===== src/rtl/store_buffer.sv =====
// store_buffer: posted-write FIFO in front of DataMemory with youngest-match load forwarding
module store_buffer #(
  parameter int DEPTH = 4,
  parameter int AW = 32,
  parameter int DW = 32
) (
  input  logic                     clk,
  input  logic                     reset,
  input  logic                     st_valid,
  input  logic [AW-1:0]            st_addr,
  input  logic [DW-1:0]            st_data,
  output logic                     st_ready,
  input  logic                     ld_valid,
  input  logic [AW-1:0]            ld_addr,
  output logic                     ld_ready,
  output logic                     ld_data_valid,
  output logic [DW-1:0]            ld_data,
  output logic                     sb_empty,
  output logic [$clog2(DEPTH):0]   sb_count,
  output logic [AW-1:0]            Mem_address,
  output logic                     Mem_read,
  output logic                     Mem_write,
  output logic [DW-1:0]            Write_data,
  input  logic [DW-1:0]            Read_Data
);
  localparam int PW = $clog2(DEPTH);
  logic [AW-1:0] addr_q [DEPTH];
  logic [AW-1:0] addr_d [DEPTH];
  logic [DW-1:0] data_q [DEPTH];
  logic [DW-1:0] data_d [DEPTH];
  logic [PW-1:0] head_q, head_d, tail_q, tail_d, idx;
  logic [PW:0]   count_q, count_d;
  logic          ldv_q, ldv_d, hit_q, hit_d;
  logic [DW-1:0] fwd_q, fwd_d, hit_data;
  logic          full, hit, miss_acc, drain, st_acc;
  always_comb begin
    hit = 1'b0;
    hit_data = '0;
    idx = '0;
    for (int k = 0; k < DEPTH; k++) begin
      idx = head_q + PW'(k);
      if ((PW+1)'(k) < count_q && addr_q[idx] == ld_addr) begin
        hit = 1'b1;
        hit_data = data_q[idx];
      end
    end
  end
  assign full          = count_q == (PW+1)'(DEPTH);
  assign sb_empty      = count_q == '0;
  assign sb_count      = count_q;
  assign st_ready      = !full && !ld_valid;
  assign ld_ready      = hit || !full;
  assign st_acc        = st_valid && st_ready;
  assign miss_acc      = ld_valid && !hit && !full && !reset;
  assign drain         = !sb_empty && !miss_acc && !reset;
  assign Mem_read      = miss_acc;
  assign Mem_write     = drain;
  assign Mem_address   = miss_acc ? ld_addr : drain ? addr_q[head_q] : '0;
  assign Write_data    = drain ? data_q[head_q] : '0;
  assign ld_data_valid = ldv_q;
  // a miss returns DataMemory's registered read directly in the following cycle
  assign ld_data       = ldv_q ? (hit_q ? fwd_q : Read_Data) : '0;
  always_comb begin
    addr_d = addr_q;
    data_d = data_q;
    addr_d[tail_q] = st_acc ? st_addr : addr_q[tail_q];
    data_d[tail_q] = st_acc ? st_data : data_q[tail_q];
    tail_d  = tail_q + PW'(st_acc);
    head_d  = head_q + PW'(drain);
    count_d = count_q + (PW+1)'(st_acc) - (PW+1)'(drain);
    ldv_d   = ld_valid && ld_ready;
    hit_d   = hit;
    fwd_d   = hit_data;
  end
  always_ff @(posedge clk) begin
    if (reset) begin
      head_q  <= '0;
      tail_q  <= '0;
      count_q <= '0;
      ldv_q   <= 1'b0;
      hit_q   <= 1'b0;
      fwd_q   <= '0;
    end else begin
      head_q  <= head_d;
      tail_q  <= tail_d;
      count_q <= count_d;
      ldv_q   <= ldv_d;
      hit_q   <= hit_d;
      fwd_q   <= fwd_d;
    end
    addr_q <= addr_d;
    data_q <= data_d;
  end
endmodule


===== config.mk =====
export PLATFORM = sky130hd
export DESIGN_NAME = store_buffer
export DESIGN_NICKNAME = d
export VERILOG_FILES = /design/src/rtl/store_buffer.sv
export SDC_FILE = /design/constraint.sdc
export NUM_CORES = 1
export LEC_CHECK = 0
export BUFFER_PORTS_ARGS = -buffer_cell sky130_fd_sc_hd__buf_2
export CORE_AREA = 2 2 166 233
export CTS_BUF_LIST = sky130_fd_sc_hd__clkbuf_16
export CTS_CLUSTER_SIZE = 16
export DETAILED_ROUTE_END_ITERATION = 10
export DIE_AREA = 0 0 168 235
export GPL_TIMING_DRIVEN = 0
export PLACE_DENSITY = 0.84
export SLEW_MARGIN = 0
export SYNTH_ARGS = -nofsm -noshare
export SYNTH_HDL_FRONTEND = slang
export SYNTH_SLANG_ARGS = --single-unit

===== constraint.sdc =====
create_clock -name clk -period 6.6 [get_ports clk]
set_clock_uncertainty 0.2 [all_clocks]
set_input_delay 0.99 -clock clk [delete_from_list [all_inputs] [get_ports clk]]
set_output_delay 0.99 -clock clk [all_outputs]
set_load 0.03 [all_outputs]

==> reports/results.txt <==
TritonCTS buffer count -> 30
DR DRC count -> 0
Number of synthesized flops with an enable pin -> 256
Main synth FF type -> edfxtp_1
Critical path, cell by cell -> buf_4 -> buf_4 -> buf_4 -> buf_4 -> mux4_2 -> xnor2_1 -> nand4_1 -> nor2_2 -> nand4_1 -> o21ai_4 -> o41ai_2 -> or2_1 -> buf_4 -> buf_2 -> a211oi_1 -> buf_2
Critical path startpoint category -> flop
Final Hold Fails -> 0
Number of global-route vias before repair -> 17500
Total GRT Usage -> 40.3%
Commonest non-fill, non-tap cell in the layout -> edfxtp_1
Placed Cells incl. Taps -> 2353
Adder-Cell Fraction of Synth Area -> 0.332%
Mapped Area -> 21100 um^2
Fraction of the mapped netlist area in simple logic gates -> 7.50%
Yosys cell types -> 67
Share of layout cells above drive strength 1 -> 35.1%
Total Wirelength -> 80700 um
Post-layout util -> 64.8%
Area Growth Syn to Fin -> 14.4%
Port bufs -> 205
Initial core utilization -> 56.6%
Post-Syn Nets -> 1805
CP required -> 5.41 ns
Drt first-iter violations -> 2125
CTS Sinks -> 297
HPWL Detailed -> 59300 um
Site Rows -> 84
Peak VDD IR -> 0.265 mV
Yosys reg bits -> 297
DR WL/cell -> 33.5 um
Largest net degree at the start of global routing -> 37
GRT overflow -> 0
Minimum clock period -> 6.63 ns
CTS root buffer -> clkbuf_16
H-tree depth -> 1
Nets -> 2052
Most used cell, CP -> buf_4
Largest family of logic cells by synthesized area -> multiplexers
Post-cts hold buffer count -> 0
Pwr Density -> 438 nW/um^2
Setup CP Type -> reg -> out
Mean post-synth cell area -> 12.7 um^2
Pre-CTS setup slack -> -0.200 ns
Post-synthesis mux area share -> 32.5%
Worst slew pin tran -> 1.21 ns
First-pass GRT wire length -> 116000 um
CTS tree -> built
Crit-path max cell delay -> 0.40 ns
Initial antenna violation count -> 1
Violated checks -> setup timing
# setup viols final -> 2
XOR/XNOR share of the synthesized area -> 4.43%
Antenna-violating nets left -> 0
Later-pin clock latency in the skew report -> 0.59 ns
WP data arrival -> 5.44 ns
Compound-Gate Fraction of Synth Area -> 10.7%
Ports -> 237
RSZ-0062 raised after global routing -> false
Clock tree buffer depth -> 3
Status -> complete, but fails checks
Max Cap Viol -> 0
Die height -> 235 um
Rel. slew slack -> 18.6%
CTS clk-pin slew, worst paths -> 0.07 ns
Ys async rst share -> 0%
Fin. max-slew vios -> 0
Total power draw -> 0.0106 W
Leakage -> 8.22 nW
Most frequent cells in the layout -> edfxtp_1 (256), mux2i_1 (230), buf_2 (216)
CP endpoint kind -> primary output
Vias per inst -> 7.24
Period utilization -> 100%
Crit-path slowest cell -> a211oi_1
CP max FO -> 10
Max Clock Freq -> 151 MHz
DR pass1 iterations -> 6
Ys Warns -> 0
Number of fill cells -> 2762
Placer Congestion -> 1.05
Sequential fraction of the synthesis area -> 40.3%
Die area -> 39500 um^2
Core box area -> 37300 um^2
Vias -> 17500
Min-Delay Path Class -> reg -> reg
Final WS setup -> -0.0296 ns
Cell Count, Final, Fillers Out -> 2413
Synthesized instance count -> 1668
Die width -> 168 um
layer usage:
| metal | part of all wire (%) | track usage (%) | wire length [um] |
|---|---|---|---|
| met5 | 0.012 | 0 | 10 |
| met4 | 8.4 | 28.7 | 6750 |
| met3 | 8.6 | 8.00 | 6930 |
| met2 | 49 | 68.3 | 39500 |
| met1 | 34 | 45.5 | 27600 |
path summary, 6_finish.rpt:
kind                                start        endpoint  slack, ns  cells past startpoint
worst max-delay path            head_q[1]  Write_data[11]      -0.03                     16
worst min-delay path            tail_q[0]       tail_q[0]       0.41                      2
worst max register to register  head_q[0]        fwd_q[3]       1.23                     12
worst min register to register  tail_q[0]       tail_q[0]       0.41                      2
power breakdown:
group          internal [W]  switching, W  total, W
Sequential          0.00265      0.000333   0.00298
Combinational       0.00230       0.00359   0.00589
Clock              0.000953      0.000753   0.00171
cells in the mapped netlist (all sizes together), types with 39 or more instances:
| cell | number | area share, % |
|---|---|---|
| xnor2 | 87 | 3.6 |
| mux2 | 132 | 7.0 |
| nand2 | 53 | 0.94 |
| nor2b | 41 | 1.2 |
| buf | 77 | 2.1 |
| mux2i | 245 | 12 |
| nor2 | 55 | 0.98 |
| mux4 | 130 | 14 |
| a221oi | 39 | 2.5 |
| edfxtp | 256 | 36 |
| clkbuf | 97 | 1.7 |
| dfxtp | 41 | 3.9 |
stage by stage:
stage          hold slack (ns)  TNS, ns  cell area [um^2]
4_1_cts                  0.410        0             24000
3_3_place_gp             0.370  -259.74             22700
2_1_floorplan            0.358        0             21100
5_1_grt                  0.461        0             24200
3_5_place_dp             0.386    -1.81             22900
6_report                 0.414  -0.0455             24200
critical path, delay by kind of cell, from the launching register on:
family / cells / cell delay (ns)
xor gates and xnor gates: 1 / 0.37
buffers and inverters: 7 / 1.88
DFF: 1 / 0.31
muxes: 1 / 0.36
AOI/OAI and AO/OA: 3 / 0.76
and+or+nand+nor: 4 / 1.13
state kept, by name (all words and copies together), names as in the netlist:
signal	flops
tail_q	2
addr_q	128
hit_q	1
head_q	2
ld_data_valid	1
fwd_q	32
data_q	128
sb_count	3
logic make-up (layout without fill, tap and decap cells):
| kind of cell | Yosys count | after routing |
|---|---|---|
| other | 0 | 1 |
| flip-flops | 297 | 297 |
| buffers and inverters | 193 | 464 |
| multiplexers | 507 | 507 |
| AO/OA/AOI/OAI | 258 | 258 |
| adder cells (fa/ha/maj) | 5 | 5 |
| XOR/XNOR | 106 | 106 |
| AND/OR/NAND/NOR | 302 | 302 |
cell type report:
class | count | area (um^2) | share of cell area (%)
inverters | 19 | 71.3 | 0.295
clock buffers | 32 | 801 | 3.31
well taps | 473 | 592 | 2.45
repair buffers | 216 | 1200 | 4.98
plain buffers | 173 | 858 | 3.55
diodes | 1 | 2.50 | 0.0104
flip-flops and latches | 297 | 8510 | 35.2
clock inverters | 24 | 180 | 0.745
multi-input cells | 1178 | 12000 | 49.5
repair_timing:
action | CTS | global route
pin swaps | 1 | 4
gates resized for setup | 30 | 30
buffers inserted | 2 | 2
setup endpoints to repair | 66 | 66
endpoints found under the hold margin | 0 | 0
(Power assumes the default switching activity.)
